[src/rtl/npc_pkg.sv]
// Types and constants shared by the fetch and next-PC stages.
package npc_pkg;

  typedef enum logic [1:0] {
    IDLE = 2'd0,
    ADDR = 2'd1,
    DATA = 2'd2,
    HOLD = 2'd3
  } ifu_state_t;

  localparam logic [31:0] RESET_PC_DEFAULT = 32'h8000_0000;
  localparam logic [1:0]  RESP_OKAY        = 2'b00;

endpackage

[src/rtl/ifu.sv]
// Instruction fetch unit: one outstanding read per instruction, with
// misalignment, bus-error and timeout reporting through fetch_err.
module ifu
  import npc_pkg::*;
#(
  parameter logic [31:0] RESET_PC = RESET_PC_DEFAULT,
  parameter int          MAX_WAIT = 255
) (
  input  logic        clk,
  input  logic        rst,
  input  logic        dnpc_valid,
  input  logic [31:0] dnpc,
  output logic        mem_req,
  output logic [31:0] mem_addr,
  input  logic        mem_gnt,
  input  logic        mem_rvalid,
  input  logic [31:0] mem_rdata,
  input  logic [1:0]  mem_rresp,
  output logic        inst_valid,
  input  logic        inst_ready,
  output logic [31:0] inst,
  output logic [31:0] pc,
  output logic [31:0] snpc,
  output logic        fetch_err
);

  localparam int CNT_W = (MAX_WAIT > 1) ? $clog2(MAX_WAIT) : 1;

  ifu_state_t        state, state_next;
  logic [CNT_W-1:0]  wait_cnt;
  logic              pc_load;
  logic              inst_load;
  logic [31:0]       inst_d;
  logic              err_d;
  logic              cnt_clr;
  logic              cnt_inc;

  always_ff @(posedge clk) begin
    if (rst) state <= ADDR;
    else     state <= state_next;
  end

  always_comb begin
    state_next = state;
    mem_req    = 1'b0;
    pc_load    = 1'b0;
    inst_load  = 1'b0;
    inst_d     = '0;
    err_d      = 1'b0;
    cnt_clr    = 1'b0;
    cnt_inc    = 1'b0;
    case (state)
      IDLE: begin
        if (dnpc_valid) begin
          pc_load = 1'b1;
          if (dnpc[1:0] == 2'b00) begin
            state_next = ADDR;
          end else begin
            // Misaligned target never reaches the bus; report it directly.
            inst_load  = 1'b1;
            err_d      = 1'b1;
            state_next = HOLD;
          end
        end
      end
      ADDR: begin
        mem_req = 1'b1;
        if (mem_gnt) begin
          cnt_clr    = 1'b1;
          state_next = DATA;
        end
      end
      DATA: begin
        if (mem_rvalid) begin
          inst_load  = 1'b1;
          inst_d     = mem_rdata;
          err_d      = (mem_rresp != RESP_OKAY);
          state_next = HOLD;
        end else if (wait_cnt == CNT_W'(MAX_WAIT - 1)) begin
          // This is the MAX_WAIT-th empty data cycle: give up on the fetch.
          inst_load  = 1'b1;
          err_d      = 1'b1;
          state_next = HOLD;
        end else begin
          cnt_inc = 1'b1;
        end
      end
      HOLD: begin
        if (inst_ready) state_next = IDLE;
      end
      default: state_next = ADDR;
    endcase
  end

  always_ff @(posedge clk) begin
    if (rst) begin
      pc        <= RESET_PC;
      inst      <= '0;
      fetch_err <= 1'b0;
      wait_cnt  <= '0;
    end else begin
      if (pc_load) pc <= dnpc;
      if (inst_load) begin
        inst      <= inst_d;
        fetch_err <= err_d;
      end
      if (cnt_clr)      wait_cnt <= '0;
      else if (cnt_inc) wait_cnt <= wait_cnt + CNT_W'(1);
    end
  end

  assign mem_addr   = pc;
  assign snpc       = pc + 32'd4;
  assign inst_valid = (state == HOLD);

endmodule

[config.mk]
export PLATFORM = sky130hd
export DESIGN_NAME = ifu
export DESIGN_NICKNAME = d
export VERILOG_FILES = /design/src/rtl/npc_pkg.sv /design/src/rtl/ifu.sv
export SDC_FILE = /design/constraint.sdc
export NUM_CORES = 1
export LEC_CHECK = 0
export CORE_MARGIN = 4
export CORE_UTILIZATION = 35
export CTS_CLUSTER_DIAMETER = 30
export DETAILED_ROUTE_END_ITERATION = 10
export PLACE_DENSITY = 0.8
export SLEW_MARGIN = 20
export SYNTH_ARGS = -nofsm -noshare
export SYNTH_HDL_FRONTEND = slang
export SYNTH_SLANG_ARGS = --single-unit
[constraint.sdc]
create_clock -name clk -period 2 [get_ports clk]
set_clock_uncertainty 0.2 [all_clocks]
set_input_delay 0.4 -clock clk [delete_from_list [all_inputs] [get_ports clk]]
set_output_delay 0.4 -clock clk [all_outputs]
set_load 0.005 [all_outputs]
==> summary.md, run 1 <==
| Metric | Value |
|---|---|
| Post-synthesis net count | `between 400 and 500` |
| Nets@finish | `just over 700` |
| CTS Root Cell | `clkbuf_8` |
| Share of cells above drive strength 1 | `0.291` |
| DP HPWL | `between 8 and 9 mm` |
| First-pass GRT wire length | `between 15 and 20 mm` |
| Longest Clk Path Bufs | `2` |
| Placed cell count | `around 740` |
| Max VDD drop | `0.000399 V` |
| Critical path buffers and inverters | `3` |
| Std-Cell Rows | `36` |
| Detailed Routing Iterations Pass 1 | `4` |
| Via count | `3823` |
| Crit Path Category | `reg -> out` |
| Initial antenna violation count | `0` |
| Average size of a mapped cell | `a little under 9 um^2` |
| Vias/cell | `4.93` |
| DRC viols | `0` |
| Switch share | `0.295` |
| R2r worst-path depth | `7` |
| Setup ws final | `-533 ps` |
| Skew-Pair Late Insertion Delay | `about 340 ps` |
| Slowest Stage Delay on Critical Path | `approximately 360 ps` |
| Worst setup path startpoint | `mem_addr[6]$_SDFFE_PP0P_` |
| Net Sw Power | `1.38 mW` |
| Routed Wire Length | `12.9 mm` |
| Critical Path AT | `~1900 ps` |
| Die height | `around 110 um` |
| Worst hold path type | `reg -> reg` |
| LEAKAGE | `between 2 and 3 nW` |
| Yosys top cell by area | `dfxtp_1` |
| Clock-pin slew on the worst setup and hold paths | `80 ps` |
| P_int | `around 3.3 mW` |
| Fill cells | `between 700 and 800` |
| RR Endpoint | `wait_cnt[6]$_SDFFE_PP0P_` |
| CP top delay family | `simple AND/OR/NAND/NOR gates` |
| Cell variety after synth | `39` |
| Port Buf Inserts | `around 200` |
| Final period utilization | `1.27` |
| Total track usage | `0.208` |
| Die area | `about 0.012 mm^2` |
| Status | `finished, violations left` |
| Mapped Area | `between 0.003 and 0.004 mm^2` |
| Slew at the pin closest to its max-slew limit | `around 720 ps` |
| Seq/Total Area, Yosys | `0.426` |
| Max Fclk | `about 400 MHz` |
| Final hold vios | `0` |
| Post-synth top flop | `dfxtp_1` |
| Worst Setup Start Kind | `flip-flop` |
| Htree depth | `3` |
| Total number of yosys warnings | `0` |
| Initial drt markers | `~140` |
| Max-cap viol count | `0` |
| Routed len/inst | `between 15 and 20 um` |
| Die W | `~110 um` |
| Top post-synthesis cells by area | `dfxtp_1, nand2_1, a22o_1` |
| Failing checks | `setup timing` |
| Crit path top cell by count | `buf_4` |
| Initial Util | `0.361` |
| Diodes inserted | `0` |
| Synth async-reset ratio | `0` |
| Total global routing overflow | `0` |
| Final Critical Period | `2530 ps` |
| Routability cong. | `0.878` |
| Vias in the first global route | `between 3000 and 4000` |
| RSZ-0062 raised after global routing | `true` |
| Cell Pwr Density | `slightly above 700 mW/mm^2` |
| CTS tree | `yes` |
| Clock share of power | `0.265` |
| Syn-to-layout area delta | `83.3%` |
| Yosys reg bits | `75` |
| Reg-to-reg startpoint | `state[0]$_SDFFE_PP1P_` |
| Dpl ws | `-486 ps` |
| Worst path depth | `7` |
| Reg power frac | `0.374` |
| Clk sinks | `75` |
| Combinational share of power | `0.361` |
| Setup violators final | `25` |
| Ports | `203` |
| Max_slew headroom | `0.517` |
| Slowest CP cell | `dfxtp_2` |
| Max-slew violations | `0` |
| Post-DRT Antenna Nets | `0` |
| Post-synth top area share | `0.426` |
| Critical Path End | `snpc[31]` |
| Crit path max fanout | `3` |
| Cts bufs inserted | `9` |
| CP endpoint kind | `output pin` |
| Crit path cell chain | `nand4_4 -> buf_4 -> nor4_4 -> buf_4 -> nand4_1 -> xnor2_2 -> buf_2` |
| Syn Inst Count | `just under 400` |
| # hold bufs at CTS | `0` |
| R2r setup slk | `between 100 and 150 ps` |
| Core area | `0.00977 mm^2` |
| Required @ worst endpoint | `approximately 1400 ps` |
| Non-filler instance count after layout | `around 780` |
| Post-synth EDFFs | `0` |
| Pin count of the biggest net entering global routing | `38` |
## area by class of cell
cell class / instances / area, um^2 / share of cell area
Clock buffer: 11 / 131 / 0.0203
Inverter: 8 / 32.5 / 0.00503
Sequential cell: 75 / 1540 / 0.237
Tap cell: 133 / 166 / 0.0257
Timing Repair Buffer: 281 / 2590 / 0.401
Clock inverter: 4 / 76.3 / 0.0118
Multi-Input combinational cell: 263 / 1930 / 0.299
## stage by stage
step | power [mW] | cell area, um^2 | setup TNS, ps | util | hold slack [ps]
6_report | 4.68 | 6470 | -9200 | 0.662 | 280
5_1_grt | 4.93 | 6470 | -11690 | 0.662 | 298
4_1_cts | 4.66 | 6320 | -9390 | 0.646 | 280
3_5_place_dp | 3.45 | 5870 | -24240 | 0.600 | 256
3_3_place_gp | 3.40 | 5870 | -20440 | 0.600 | 256
2_1_floorplan | 2.47 | 3540 | 0 | - | 255
## metal layers
layer  GRT usage  up-vias  wire (um)
met5           0        -          0
met2       0.368      189       6390
met4      0.0803        0        325
met1       0.228     1775       4810
li1            -     1830          -
met3      0.0704       29       1320
## flip-flops by register name, summed over array words and instances (netlist names)
| signal | flops |
|---|---|
| state | 2 |
| fetch_err | 1 |
| wait_cnt | 8 |
| mem_addr | 32 |
| inst | 32 |
## layout by cell type, fill, tap and decap left out, types with 3 or more instances in the layout
| master | n |
|---|---|
| dlygate4sd2_1 | 8 |
| nor2_4 | 4 |
| dfxtp_2 | 21 |
| a22o_1 | 32 |
| xnor2_1 | 13 |
| a21oi_1 | 34 |
| buf_2 | 27 |
| and3_1 | 3 |
| nor2_1 | 8 |
| ha_1 | 4 |
| o2111ai_1 | 4 |
| nand2_1 | 68 |
| dfxtp_1 | 52 |
| nand3_1 | 3 |
| a211oi_1 | 3 |
| nor4_4 | 3 |
| nand3_4 | 4 |
| clkdlybuf4s50_1 | 157 |
| xnor2_2 | 11 |
| nand3_2 | 7 |
| dlymetal6s2s_1 | 9 |
| nand4_1 | 10 |
| xor2_1 | 9 |
| nand2_2 | 5 |
| buf_6 | 20 |
| clkbuf_8 | 9 |
| inv_1 | 7 |
| buf_4 | 57 |
| and2_1 | 6 |
| and4_1 | 3 |
## kinds of logic (layout without fill, tap and decap cells)
group                    Yosys count  count (layout)  synth area share
AND/OR/NAND/NOR                  137             137             0.194
XOR/XNOR                          33              33            0.0819
AO/OA/AOI/OAI                     86              86             0.173
flip-flops                        75              75             0.426
buffers and inverters             60             304             0.101
adder cells (fa/ha/maj)            7               7            0.0248
## power groups by stage
stage	clock (mW)	combinational [mW]	sequential [mW]
2_1_floorplan	0	0.636	1.83
3_3_place_gp	0	1.65	1.75
3_5_place_dp	0	1.69	1.76
4_1_cts	1.27	1.65	1.74
5_1_grt	1.33	1.83	1.77
6_report	1.24	1.69	1.75
## Yosys cell counts (2+ instances only)
| library cell | n |
|---|---|
| xnor2_1 | 24 |
| xor2_1 | 9 |
| nand2_1 | 75 |
| nor2b_1 | 2 |
| o2111ai_1 | 4 |
| and2_1 | 6 |
| and4_1 | 4 |
| and3_1 | 3 |
| nor3_1 | 2 |
| nor4_4 | 2 |
| nand4_1 | 10 |
| nand3_1 | 14 |
| o21bai_1 | 2 |
| buf_4 | 34 |
| buf_2 | 3 |
| a22o_1 | 32 |
| inv_1 | 8 |
| a21oi_1 | 34 |
| clkbuf_1 | 15 |
| dfxtp_1 | 75 |
| nor2_1 | 13 |
| o21ai_0 | 2 |
| ha_1 | 7 |
| a211oi_1 | 3 |
## worst min-delay path by stage
stage	startpoint	to	depth (start not counted)
finish	inst[4]$_SDFFE_PP0P_	inst[4]$_SDFFE_PP0P_	1
global route	inst[1]$_SDFFE_PP0P_	inst[1]$_SDFFE_PP0P_	1
CTS	inst[9]$_SDFFE_PP0P_	inst[9]$_SDFFE_PP0P_	1
detailed placement	inst[0]$_SDFFE_PP0P_	inst[0]$_SDFFE_PP0P_	1
global placement	inst[6]$_SDFFE_PP0P_	inst[6]$_SDFFE_PP0P_	1
floorplan	wait_cnt[7]$_SDFFE_PP0P_	wait_cnt[7]$_SDFFE_PP0P_	1
## what timing repair did
item | in CTS | in global routing
setup endpoints to repair | 65 | 78
pin swaps | 40 | 36
gates resized for setup | 164 | 52
setup buffers | 22 | 2
Power figures use the tool's default switching activity.
==> run 2, diff against run 1 <==
Settings changed: CELL_PAD_IN_SITES_DETAIL_PLACEMENT set to 0, CELL_PAD_IN_SITES_GLOBAL_PLACEMENT set to 1, CORE_UTILIZATION 35 to 24, PLACE_DENSITY 0.8 to 0.78.
==> summary.md, run 2 (synthesis results as in run 1) <==
| Metric | Value |
|---|---|
| Routability cong. | `0.811 (-7.7%)` |
| Std-Cell Rows | `44 (+22%)` |
| Max-cap viol count | `0 (unchanged)` |
| Die area | `0.0167 mm^2 (+42%)` |
| Skew-Pair Late Insertion Delay | `330 ps (about the same)` |
| Syn-to-layout area delta | `85.0%` |
| Setup ws final | `-486 ps (+46.5 ps)` |
| Fill cells | `1362 (+87%)` |
| P_int | `3.57 mW (+8.3%)` |
| Cell Pwr Density | `758 mW/mm^2 (+4.8%)` |
| Setup violators final | `24 (-4.0%)` |
| Total global routing overflow | `0 (unchanged)` |
| Total track usage | `0.141 (-0.0666)` |
| Slew at the pin closest to its max-slew limit | `350 ps (-373 ps)` |
| Post-DRT Antenna Nets | `0 (unchanged)` |
| Placed cell count | `791 (+7.2%)` |
| Final period utilization | `1.24 (-0.0233)` |
| Via count | `3765 (-1.5%)` |
| RSZ-0062 raised after global routing | `true` |
| DP HPWL | `9.15 mm (+1.8%)` |
| Max Fclk | `402 MHz (+1.9%)` |
| Nets@finish | `718 (+0.14%)` |
| Required @ worst endpoint | `1400 ps (about the same)` |
| Detailed Routing Iterations Pass 1 | `4 (unchanged)` |
| Diodes inserted | `0 (unchanged)` |
| Switch share | `0.278 (-0.0168)` |
| Max-slew violations | `0 (unchanged)` |
| Crit Path Category | `reg -> out` |
| Routed len/inst | `14.6 um (-12%)` |
| Cts bufs inserted | `9 (unchanged)` |
| Initial antenna violation count | `0 (unchanged)` |
| Pin count of the biggest net entering global routing | `33 (-13%)` |
| Initial Util | `0.244 (-0.117)` |
| First-pass GRT wire length | `18.7 mm (-4.1%)` |
| Port Buf Inserts | `202 (unchanged)` |
| Failing checks | `setup timing` |
| Initial drt markers | `135 (-5.6%)` |
| Total Power | `4.95 mW (+5.7%)` |
| Vias in the first global route | `3781 (-4.9%)` |
| Routed Wire Length | `12.1 mm (-6.0%)` |
| Core area | `0.0145 mm^2 (+48%)` |
| Max VDD drop | `0.000499 V (+25%)` |
| Ports | `203 (unchanged)` |
| Most frequent cells in the layout | `clkdlybuf4s50_1, nand2_1, buf_4, dfxtp_1, a21oi_1` |
| Max_slew headroom | `0.767 (+0.250)` |
| Most common cell after layout, fill and taps aside | `clkdlybuf4s50_1` |
| Final Critical Period | `2490 ps (-46.5 ps)` |
| LEAKAGE | `2.76 nW (-2.0%)` |
| Net Sw Power | `1.38 mW (-0.26%)` |
| Final hold vios | `0 (unchanged)` |
| CTS tree | `yes` |
| Worst Setup Start Kind | `flip-flop` |
| Share of cells above drive strength 1 | `0.268 (-0.0234)` |
| Clock share of power | `0.315 (+0.050)` |
| CP endpoint kind | `output pin` |
| Htree depth | `3 (unchanged)` |
| Critical Path AT | `1890 ps (-40 ps)` |
| Worst hold path type | `in -> reg` |
| CTS Root Cell | `clkbuf_16` |
| Die W | `129 um (+19%)` |
| Clock-pin slew on the worst setup and hold paths | `50 ps (-30 ps)` |
| Crit path max fanout | `5 (+2)` |
| Non-filler instance count after layout | `826 (+6.6%)` |
| Reg power frac | `0.355 (-0.019)` |
| DRC viols | `0 (unchanged)` |
| Vias/cell | `4.56 (-7.6%)` |
| Longest Clk Path Bufs | `2 (unchanged)` |
| Clk sinks | `75 (unchanged)` |
| Die height | `129 um (+19%)` |
| # hold bufs at CTS | `0 (unchanged)` |
| Status | `finished, violations left` |
| Combinational share of power | `0.330 (-0.031)` |
==> run 2: metrics by stage <==
stage / setup TNS (ps) / instance area (um^2) / util / worst slack (ps) / hold WS [ps]
global route: -11000 / 6530 / 0.451 / -607 / 227
floorplan: 0 / 3540 / - / 11.9 / 255
finish: -8420 / 6530 / 0.451 / -486 / 204
detailed placement: -12280 / 5960 / 0.411 / -496 / 257
global placement: -10550 / 5960 / 0.411 / -418 / 254
CTS: -9510 / 6360 / 0.439 / -516 / 207
==> run 2: what timing repair did <==
action	in CTS	in global routing
endpoints found under the setup margin	33	30
gates resized for setup	154	30
pin swaps	38	22
setup buffers	16	9
hold endpoints to repair	0	0
==> run 2: layer usage <==
layer  track usage  share of wire
met1         0.166           0.41
met2         0.238           0.48
met3        0.0482          0.095
met4        0.0550          0.014
met5             0              0
==> run 2: final cells by class <==
| type | count | area (um^2) | area share |
|---|---|---|---|
| well taps | 184 | 230 | 0.0353 |
| multi-input cells | 263 | 1860 | 0.285 |
| flip-flops and latches | 75 | 1530 | 0.234 |
| inverters | 8 | 30.0 | 0.00460 |
| repair buffers | 282 | 2590 | 0.397 |
| clock buffers | 11 | 243 | 0.0372 |
| clock inverters | 3 | 40.0 | 0.00613 |
==> run 2: power groups by stage <==
stage	Combinational [mW]	Clock [mW]	Sequential, mW
global placement	1.64	0	1.76
global route	1.79	1.68	1.77
detailed placement	1.66	0	1.77
CTS	1.62	1.63	1.75
finish	1.63	1.56	1.76
floorplan	0.636	0	1.83
==> run 2: worst paths after layout <==
kind / startpoint / end / slack [ps] / cells past startpoint
min reg2reg: mem_addr[30]$_SDFFE_PP0P_ / mem_addr[30]$_SDFFE_PP0P_ / 270 / 2
min: rst / fetch_err$_SDFFE_PP0P_ / 200 / 2
max reg2reg: state[0]$_SDFFE_PP1P_ / inst[4]$_SDFFE_PP0P_ / 160 / 7
max: mem_addr[8]$_SDFFE_PP0P_ / snpc[24] / -490 / 7
==> run 2: critical path, stage by stage, from the launching register on <==
cell and delay, ps:
dfxtp_2 330, nand4_1 230, nor4_4 330, buf_4 170, buf_6 100, nand4_1 100
xnor2_1 170, buf_2 130
==> run 3, diff against run 2 <==
Settings changed: SLEW_MARGIN 20 to unset.
==> results of run 3 <==
Final layout, timing and power as in run 2 (identical DEF).
